`config.mk`:
```
export PLATFORM = sky130hd
export DESIGN_NAME = ctrl_pipe
export DESIGN_NICKNAME = d
export VERILOG_FILES = /design/src/rtl/ctrl_pipe.sv
export SDC_FILE = /design/constraint.sdc
export NUM_CORES = 1
export LEC_CHECK = 0
export BUFFER_PORTS_ARGS = -buffer_cell sky130_fd_sc_hd__buf_2
export CORE_UTILIZATION = 55
export DETAILED_ROUTE_END_ITERATION = 6
export GPL_TIMING_DRIVEN = 0
export PLACE_DENSITY_LB_ADDON = 0.2
export SYNTH_ARGS = -nofsm -noshare
export SYNTH_HDL_FRONTEND = slang
export SYNTH_SLANG_ARGS = --single-unit
```
`constraint.sdc`:
```
create_clock -name clk -period 5.9 [get_ports clk]
set_clock_uncertainty 0.05 [all_clocks]
set_input_delay 0.295 -clock clk [delete_from_list [all_inputs] [get_ports clk]]
set_output_delay 0.295 -clock clk [all_outputs]
set_load 0.01 [all_outputs]
```
`src/rtl/ctrl_pipe.sv`:
```
// ctrl_pipe: pipelined MIPS decode/control carrying the ID/EX, EX/MEM, MEM/WB bundles
// with load-use and mult/div busy hazard stalls.
module ctrl_pipe #(
  parameter int ALUCTRL_W   = 4,
  parameter int MD_CYCLES   = 8,
  parameter bit LOAD_USE_EN = 1'b1
) (
  input  logic                 clk,
  input  logic                 rst_n,
  input  logic [31:0]          id_instr,
  input  logic                 id_valid,
  input  logic                 flush,
  output logic                 stall_id,
  output logic [ALUCTRL_W+8:0] ex_ctrl,
  output logic [4:0]           ex_wreg,
  output logic                 mem_memwrite,
  output logic                 mem_memread,
  output logic                 mem_regwrite,
  output logic                 mem_memtoreg,
  output logic [4:0]           mem_wreg,
  output logic                 wb_regwrite,
  output logic                 wb_memtoreg,
  output logic [4:0]           wb_wreg,
  output logic                 ex_illegal,
  output logic                 md_busy
);
  localparam logic [3:0] A_AND = 4'd0, A_OR = 4'd1, A_ADD = 4'd2, A_LUI = 4'd3, A_XOR = 4'd4, A_NOR = 4'd5;
  localparam logic [3:0] A_SUB = 4'd6, A_SLT = 4'd7, A_SLL = 4'd8, A_SRL = 4'd9, A_SRA = 4'd10, A_SLTU = 4'd11;

  typedef struct packed {
    logic [3:0] alu;
    logic       alusrc, sign, branch, eq, jump, jr, link, memread, md_start;
    logic       memwrite, regwrite, memtoreg, illegal;
    logic [4:0] wreg;
  } ctl_t;

  typedef struct packed {
    logic       memwrite, memread, regwrite, memtoreg;
    logic [4:0] wreg;
  } mem_t;

  typedef struct packed {
    logic       regwrite, memtoreg;
    logic [4:0] wreg;
  } wb_t;

  logic [5:0] op, fn;
  logic [4:0] rs, rt, rd;
  ctl_t       dec, idex_d, idex_q;
  mem_t       exmem_d, exmem_q;
  wb_t        memwb_d, memwb_q;
  logic [7:0] md_d, md_q;
  logic       use_rs, use_rt, load_use, md_haz;

  assign {op, rs, rt, rd} = id_instr[31:11];
  assign fn = id_instr[5:0];

  always_comb begin
    dec = '0;
    case (op)
      6'h00: begin
        dec.regwrite = 1'b1;
        dec.wreg = rd;
        case (fn)
          6'h00, 6'h04: dec.alu = A_SLL;
          6'h02, 6'h06: dec.alu = A_SRL;
          6'h03, 6'h07: dec.alu = A_SRA;
          6'h20, 6'h21: dec.alu = A_ADD;
          6'h22, 6'h23: dec.alu = A_SUB;
          6'h24: dec.alu = A_AND;
          6'h25: dec.alu = A_OR;
          6'h26: dec.alu = A_XOR;
          6'h27: dec.alu = A_NOR;
          6'h2a: dec.alu = A_SLT;
          6'h2b: dec.alu = A_SLTU;
          6'h10, 6'h12: dec.alu = A_AND;
          6'h08: {dec.jr, dec.regwrite} = 2'b10;
          6'h18, 6'h19, 6'h1a, 6'h1b: {dec.md_start, dec.regwrite} = 2'b10;
          default: begin
            dec = '0;
            dec.illegal = 1'b1;
          end
        endcase
      end
      6'h02: dec.jump = 1'b1;
      6'h03: begin
        {dec.jump, dec.link, dec.regwrite} = 3'b111;
        dec.wreg = 5'd31;
      end
      6'h04, 6'h05: begin
        {dec.branch, dec.sign, dec.alu} = {2'b11, A_SUB};
        dec.eq = op == 6'h04;
      end
      6'h08, 6'h0a: begin
        {dec.alusrc, dec.sign, dec.regwrite, dec.wreg} = {3'b111, rt};
        dec.alu = op == 6'h08 ? A_ADD : A_SLT;
      end
      6'h0c, 6'h0d, 6'h0e, 6'h0f: begin
        {dec.alusrc, dec.regwrite, dec.wreg} = {2'b11, rt};
        dec.alu = op == 6'h0c ? A_AND : op == 6'h0d ? A_OR : op == 6'h0e ? A_XOR : A_LUI;
      end
      6'h23: begin
        {dec.memread, dec.memtoreg, dec.regwrite, dec.alusrc, dec.sign} = 5'b11111;
        {dec.alu, dec.wreg} = {A_ADD, rt};
      end
      6'h2b: {dec.memwrite, dec.alusrc, dec.sign, dec.alu} = {3'b111, A_ADD};
      default: dec.illegal = 1'b1;
    endcase
    // $0 is never a real destination; non-writers carry wreg=0 so hazards ignore them
    dec.regwrite = dec.regwrite && dec.wreg != 5'd0;
    dec.wreg = dec.regwrite ? dec.wreg : 5'd0;
  end

  assign use_rs   = !(op == 6'h02 || op == 6'h03 || op == 6'h0f ||
                      (op == 6'h00 && (fn == 6'h00 || fn == 6'h02 || fn == 6'h03)));
  assign use_rt   = op == 6'h00 || op == 6'h04 || op == 6'h05 || op == 6'h2b;
  assign load_use = LOAD_USE_EN && idex_q.memread && idex_q.wreg != 5'd0 &&
                    ((use_rs && rs == idex_q.wreg) || (use_rt && rt == idex_q.wreg));
  assign md_haz   = md_busy && op == 6'h00 && (fn == 6'h10 || fn == 6'h12 || fn[5:2] == 4'b0110);
  assign stall_id = id_valid && (load_use || md_haz) && !flush;
  assign md_busy  = md_q != 8'd0;

  always_comb begin
    idex_d  = (flush || stall_id || !id_valid) ? '0 : dec;
    exmem_d = '{memwrite: idex_q.memwrite, memread: idex_q.memread, regwrite: idex_q.regwrite,
                memtoreg: idex_q.memtoreg, wreg: idex_q.wreg};
    memwb_d = '{regwrite: exmem_q.regwrite, memtoreg: exmem_q.memtoreg, wreg: exmem_q.wreg};
    md_d    = idex_d.md_start ? 8'(MD_CYCLES) : md_q - {7'd0, md_busy};
  end

  always_ff @(posedge clk or negedge rst_n) begin
    if (!rst_n) begin
      idex_q  <= '0;
      exmem_q <= '0;
      memwb_q <= '0;
      md_q    <= '0;
    end else begin
      idex_q  <= idex_d;
      exmem_q <= exmem_d;
      memwb_q <= memwb_d;
      md_q    <= md_d;
    end
  end

  assign ex_ctrl = {ALUCTRL_W'(idex_q.alu), idex_q.alusrc, idex_q.sign, idex_q.branch, idex_q.eq,
                    idex_q.jump, idex_q.jr, idex_q.link, idex_q.memread, idex_q.md_start};
  assign ex_wreg    = idex_q.wreg;
  assign ex_illegal = idex_q.illegal;
  assign {mem_memwrite, mem_memread, mem_regwrite, mem_memtoreg, mem_wreg} = exmem_q;
  assign {wb_regwrite, wb_memtoreg, wb_wreg} = memwb_q;
endmodule

```
==> flow_summary_export.csv, run 1 <==
group,metric,value,unit
routing,drt-total-wl,5.374,mm
clock_network,clkSlewWorstSetupHoldPaths,0.09,ns
timing,max_slew_margin,37.04,%
die,rows,23,
clock_network,cts_hold_buf,0,
die,ios,73,
routing,first_iter_violations,149,
finish,final_common_cell,"buf_2",
flow_run,drv_cap,0,
synthesis,yosysUniqueCellTypes,54,
finish,nNetsFinal,362,
place,place.gp.congestion,0.8607,
timing,period_share,39.75,%
critical_path,reg2reg_to,"ex_ctrl[1]",
synthesis,synthFlopType,"dfrtp_1",
routing,antenna_left,0,
routing,wl_per_cell,14.33,um
place,place_inst,367,
synthesis,synth-async-reset-ratio,100.0,%
pwr,power_leakage,1.388,nW
global_routing,grt_pass1_vias,1886,
clock_network,cts_buffers,5,
clock_network,cts_root_buffer,"clkbuf_8",
routing,post-route-drc-count,0,
critical_path,crit_path_start,"ex_wreg[2]",
critical_path,r2r-start,"ex_wreg[2]",
critical_path,critPathArrivalTime,2.00,ns
clock_network,htree_num_levels,2,
critical_path,r2r_cells,7,
global_routing,grt_antenna_before_repair,0,
global_routing,grt_pass1_wl,8.487,mm
clock_network,cts_tree,"built",
finish,n_fill_cell,332,
timing,timing.setup.tns,0,ns
synthesis,synth_edf_count,0,
finish,diodes,0,
critical_path,slowest_stage,"or4_1",
critical_path,crit_path_cell_trace,"or4_1 > o21ai_0 > or2_2 > o22ai_1 > buf_2",
synthesis,ys_warn_count,0,
critical_path,critical_path.endpoint,"stall_id",
critical_path,worstSetupPathType,"register to output pin",
routing,firstDrtPassIters,4,
global_routing,grt_max_degree,45,
global_routing,grt_use_total,25.17,%
synthesis,synth.avg_cell_area,9.429,sq um
pwr,power_density,262.1,nW/um^2
finish,mostFrequentLayoutCells,"68 x buf_2, 44 x dfrtp_1, 27 x nor2_1",
pwr,vdd_drop_max,0.0001069,V
timing,fmax,426.4,MHz
timing,finalSetupViolCount,0,
synthesis,synth_nets,290,
finish,syn2layout_area_growth,21.22,%
critical_path,start_kind,"register",
timing,hold_viol_final,0,
global_routing,grt_overflow,0,
finish,instances_no_fill,375,
synthesis,ys_seq_elements,44,
die,fp.coreArea,4086,sq um
clock_network,clk-insertion-delay-late,0.30,ns
critical_path,critPathMaxStageDelay,0.56,ns
clock_network,post_cts_buffers,0,
min_path,hp-class,"input pin to asynchronous set/reset pin",
die,dieArea,4587,sq um
synthesis,synthCells,252,
timing,rsz0062_at_grt,"no",
place,numPortBuffers,65,
synthesis,seq_area_frac_synth,46.34,%
critical_path,rrSetupSlack,3.60,ns
clock_network,post_cts_resized,0,
place,hpwl,3.877,mm
die,die_y,67.73,um
clock_network,cts_buffer_depth,2,
timing,drv_slew,0,
critical_path,end_kind,"output pin",
routing,vias,2139,
synthesis,synth_area,2376,sq um
timing,finalCriticalPeriod,2.345,ns
critical_path,crit_fanout,5,
critical_path,cp.required,5.56,ns
status,status,"finished, final reports clean",
die,start_util,58.14,%
routing,via_per_inst,5.704,
finish,drive_gt1_share,30.15,%
clock_network,cts_sinks,44,
die,die_w,67.73,um
timing,worstMarginPinSlew,0.9444,ns
## worst max-delay path: cells and delay by family (launching register included)
kind | cells | cell delay, ns
buffers and inverters | 1 | 0.15
and+or+nand+nor | 2 | 0.73
DFF | 1 | 0.46
AOI/OAI and AO/OA | 2 | 0.36
## logic make-up (layout without fill, tap and decap cells)
family	Yosys count	after routing	synth area share (%)
AOI/OAI and AO/OA	58	58	16.01
xor gates and xnor gates	16	16	5.898
adders and majority gates	2	2	1.053
buffers and inverters	27	100	5.845
DFF	44	44	46.34
muxes	1	1	0.4213
and+or+nand+nor	104	104	24.43
## state kept, by name, summed over array words and instances, names as in the netlist, 2 cells and up
name	flops
exmem_d	2
ex_wreg	5
wb_wreg	5
md_q	8
ex_ctrl	13
mem_wreg	5
## area by class of cell
type,instances,area (sq um),area share (%)
Multi-Input combinational cell,181,1136,39.44
Sequential cell,44,1101,38.23
Timing Repair Buffer,65,325.3,11.29
Buffer,21,116.4,4.040
Clock buffer,5,68.82,2.389
Tap cell,50,62.56,2.172
Clock inverter,3,47.55,1.651
Inverter,6,22.52,0.7819
## cells in the mapped netlist (2+ instances only)
| master | number | area share [%] |
|---|---|---|
| dfrtp_1 | 44 | 46 |
| nor2_1 | 27 | 4.3 |
| a21oi_1 | 24 | 5.1 |
| nand2_1 | 15 | 2.4 |
| nor3_1 | 13 | 2.7 |
| clkbuf_1 | 9 | 1.4 |
| xnor2_1 | 9 | 3.3 |
| nor4_1 | 8 | 2.1 |
| buf_4 | 7 | 2.2 |
| xor2_1 | 7 | 2.6 |
| inv_1 | 6 | 0.95 |
| nand2b_1 | 6 | 1.6 |
| o21ai_0 | 6 | 1.3 |
| nor3_2 | 5 | 2.1 |
| or4_1 | 5 | 1.6 |
| a31oi_1 | 4 | 1.1 |
| buf_2 | 3 | 0.63 |
| nand3_1 | 3 | 0.63 |
| nor3b_1 | 3 | 0.95 |
| o22ai_1 | 3 | 0.79 |
| or3b_2 | 3 | 1.1 |
| a211oi_1 | 2 | 0.63 |
| ha_1 | 2 | 1.1 |
| nand3b_1 | 2 | 0.63 |
| nor2b_1 | 2 | 0.53 |
| o211ai_1 | 2 | 0.63 |
| o21a_1 | 2 | 0.63 |
| o21ai_1 | 2 | 0.42 |
| or2_2 | 2 | 0.53 |
| or3_1 | 2 | 0.53 |
## power by group
part	total, W	internal [W]	switching [W]
registers	0.000358	0.000332	0.0000258
clock network	0.000235	0.000128	0.000107
logic	0.000162	0.0000733	0.0000889
total	0.000755	0.000533	0.000222
## through the flow
stage          area (sq um)  total power, W  utilization, %  hold slack, ns  setup WS (ns)
2_1_floorplan          2376       0.0004769               -        -0.05059          3.789
3_3_place_gp           2764       0.0005188           67.64          0.2830          3.536
3_5_place_dp           2764       0.0005265           67.64          0.2878          3.555
4_1_cts                2880       0.0007602           70.48          0.1323          3.529
5_1_grt                2880       0.0008022           70.48          0.1868          3.387
6_report               2880       0.0007549           70.48         0.09220          3.555
## worst min path at each step
stage	slack [ns]	startpoint	cells after the start	end
after floorplan	-0.05	rst_n	0	ex_ctrl[0]
after global placement	0.28	exmem_d[8]	0	mem_memwrite
after detailed placement	0.29	exmem_d[8]	0	mem_memwrite
after CTS	0.13	rst_n	1	md_q[7]
after global routing	0.19	rst_n	1	wb_memtoreg
final	0.09	rst_n	1	md_q[6]
## metal layers
layer / up-vias / track usage, % / part of all wire (%)
li1: 1046 / - / -
met1: 1011 / 34.90 / 47
met2: 69 / 39.36 / 46
met3: 13 / 3.716 / 4.8
met4: 0 / 9.574 / 2.1
met5: - / 0 / 0
Power figures use the tool's default switching activity.
==> run 2, diff against run 1 <==
--- a/config.mk
+++ b/config.mk
@@ -5,8 +5,9 @@
 export SDC_FILE = /design/constraint.sdc
 export NUM_CORES = 1
 export LEC_CHECK = 0
+export ABC_AREA = 1
 export BUFFER_PORTS_ARGS = -buffer_cell sky130_fd_sc_hd__buf_2
-export CORE_UTILIZATION = 55
+export CORE_UTILIZATION = 51
 export DETAILED_ROUTE_END_ITERATION = 6
 export GPL_TIMING_DRIVEN = 0
 export PLACE_DENSITY_LB_ADDON = 0.2
==> constraint.sdc (replaced) <==
create_clock -name clk -period 2.2 [get_ports clk]
set_clock_uncertainty 0.05 [all_clocks]
set_input_delay 0.11 -clock clk [delete_from_list [all_inputs] [get_ports clk]]
set_output_delay 0.11 -clock clk [all_outputs]
set_load 0.01 [all_outputs]
==> run 2 against run 1 <==
  * The flow now finishes with violations (design-rule violations)
  * Synthesized cell count up 24%
  * Clock power up 110%
  * Cell count up 17%
==> flow_summary_export.csv, run 2 <==
group,metric,value,unit
status,status,"finished, violations left",
status,violations,"design-rule violations",
clock_network,cts_buffer_depth,2,
synthesis,synthCells,312,
synthesis,synth_xor_xnor_area_share,3.981,%
timing,rsz0062_at_grt,"no",
timing,finalSetupViolCount,0,
clock_network,cts_sinks,44,
place,placed_area,2815,sq um
synthesis,yosysUniqueCellTypes,33,
flow_run,drv_cap,0,
critical_path,crit_path_cell_trace,"nor4_2 > nand2_1 > nand3_1 > a21boi_2 > nor3_1 > buf_2",
pwr,power_leakage,1.710,nW
finish,n_fill_cell,412,
clock_network,clkSlewWorstSetupHoldPaths,0.08,ns
global_routing,grt_max_degree,45,
die,die_y,70.88,um
finish,nNetsFinal,424,
finish,stdcell_area,2919,sq um
finish,diodes,0,
place,numPortBuffers,66,
synthesis,synth_edf_count,0,
timing,period_share,91.21,%
global_routing,grt_antenna_before_repair,0,
routing,antenna_left,0,
global_routing,grt_pass1_vias,2039,
place,pre_cts_ws,0.2855,ns
min_path,hp-start,"id_instr[26]",
place,hpwl,4.315,mm
critical_path,crit_family,"simple AND/OR/NAND/NOR gates",
synthesis,synth_area,2420,sq um
timing,finalCriticalPeriod,2.007,ns
timing,hold_viol_final,0,
critical_path,path_depth,6,
die,die_w,70.88,um
synthesis,synth_mux_area_share,0,%
clock_network,cts_tree,"built",
timing,worstMarginPinSlew,0.9544,ns
critical_path,critPathArrivalTime,1.85,ns
synthesis,yosysMostFrequentCell,"nand2_1",
synthesis,ys_seq_elements,44,
finish,largest_reg_flops,13,
die,rows,24,
routing,first_iter_violations,151,
global_routing,grt_overflow,0,
clock_network,clk-insertion-delay-late,0.30,ns
routing,via_per_inst,5.123,
critical_path,slowest_stage,"dfrtp_1",
synthesis,synth-async-reset-ratio,100.0,%
routing,post-route-drc-count,12,
finish,drive_gt1_share,27.39,%
critical_path,end_kind,"output pin",
synthesis,synth.largest_area_cell,"dfrtp_1",
synthesis,yosys.area_share.simple,31.28,%
synthesis,synth.avg_cell_area,7.756,sq um
place,place.gp.congestion,0.9523,
clock_network,htree_num_levels,2,
critical_path,crit_path_start,"md_q[4]",
pwr,power_density,648.0,nW/um^2
synthesis,synthAdderAreaFrac,1.034,%
critical_path,crit_buf_inv,1,
critical_path,rrSetupSlack,0.35,ns
global_routing,grt_pass1_wl,8.914,mm
synthesis,synth_nets,350,
synthesis,synth_top_family_by_area,"simple AND/OR/NAND/NOR gates",
synthesis,synth_top_area_share,45.50,%
routing,drt-total-wl,5.594,mm
finish,syn2layout_area_growth,20.63,%
die,ios,73,
synthesis,ys_warn_count,0,
critical_path,crit_fanout,3,
finish,mostFrequentLayoutCells,"67 x buf_2, 59 x nand2_1, 50 x nor2_1",
critical_path,r2r_cells,7,
critical_path,start_kind,"register",
finish,final_core_util,65.68,%
synthesis,seq_area_frac_synth,45.50,%
synthesis,synthFlopType,"dfrtp_1",
timing,timing.setup.tns,0,ns
die,dieArea,5024,sq um
routing,wl_per_cell,12.74,um
critical_path,worstSetupPathType,"register to output pin",
synthesis,synth_commonest_cells,"59 x nand2_1, 50 x nor2_1, 49 x inv_1",
critical_path,critPathMaxStageDelay,0.42,ns
timing,fin_ws,0.1933,ns
global_routing,grt_use_total,23.14,%
clock_network,post_cts_buffers,0,
routing,firstDrtPassIters,6,
min_path,hp-class,"input pin to register",
critical_path,r2r-start,"md_q[4]",
critical_path,cp.required,2.04,ns
timing,drv_slew,0,
synthesis,synth_area_leaders,"dfrtp_1 46%, nand2_1 9.2%, nor2_1 7.8%",
clock_network,cts_root_buffer,"clkbuf_8",
clock_network,cts_buffers,5,
critical_path,reg2reg_to,"md_q[6]",
finish,final_common_cell,"buf_2",
synthesis,synth_compound_area_share,6.980,%
die,start_util,54.45,%
critical_path,critical_path.endpoint,"stall_id",
routing,vias,2249,
die,fp.coreArea,4444,sq um
pwr,vdd_drop_max,0.0003281,V
timing,fmax,498.3,MHz
timing,max_slew_margin,36.37,%
[run 2: how the worst min path moves through the flow]
stage	to	depth (start not counted)	slack, ns
floorplan	ex_ctrl[0]	0	-0.24
global placement	md_q[4]	1	0.26
detailed placement	md_q[4]	1	0.26
CTS	ex_ctrl[9]	3	0.07
global route	ex_ctrl[9]	3	0.11
finish	ex_ctrl[9]	3	0.08
[run 2: logic make-up (layout without fill, tap and decap cells)]
logic type,count (synthesis),count (layout)
AOI/OAI and AO/OA,26,26
adders and majority gates,2,2
DFF,44,44
buffers and inverters,62,137
and+or+nand+nor,167,167
xor gates and xnor gates,11,11
[run 2: layout make-up]
class                      count  area [sq um]  area share, %
buffer                        10         76.32          2.615
clock buffer                   5         68.82          2.357
clock inverter                 3         18.77         0.6429
inverter                      52         195.2          6.687
multi-input combinational    206          1054          36.09
sequential                    44          1101          37.72
tap                           52         65.06          2.229
timing repair buffer          67         340.3          11.66
[run 2: worst min-delay path, stage by stage]
cell and delay (ns):
buf_2 0.13, nand2_1 0.09, a31oi_1 0.07
[run 2: timing repair]
item | in CTS | in global routing
hold buffers | 1 | 0
endpoints found under the setup margin | 0 | 1
hold endpoints to repair | 44 | 0
resized for setup | 0 | 1
[run 2: per-stage QoR]
stage	hold slack, ns	instances	power (W)
2_1_floorplan	-0.2356	312	0.001270
6_report	0.08310	439	0.001892
3_3_place_gp	0.2567	430	0.001377
4_1_cts	0.07406	439	0.001898
5_1_grt	0.1060	439	0.002010
3_5_place_dp	0.2621	430	0.001403
[run 2: report_power, final]
| part | switching, W | internal (W) |
|---|---|---|
| clock network | 0.000276 | 0.000221 |
| logic | 0.000243 | 0.000182 |
| registers | 0.0000774 | 0.000891 |
| total | 0.000597 | 0.00129 |
[run 2: routing by layer]
layer	global-route usage, %	vias up	share of wire, %
li1	-	1132	-
met1	28.57	1033	44
met2	39.64	70	48
met3	3.989	14	4.8
met4	10.89	0	2.7
met5	0	-	0
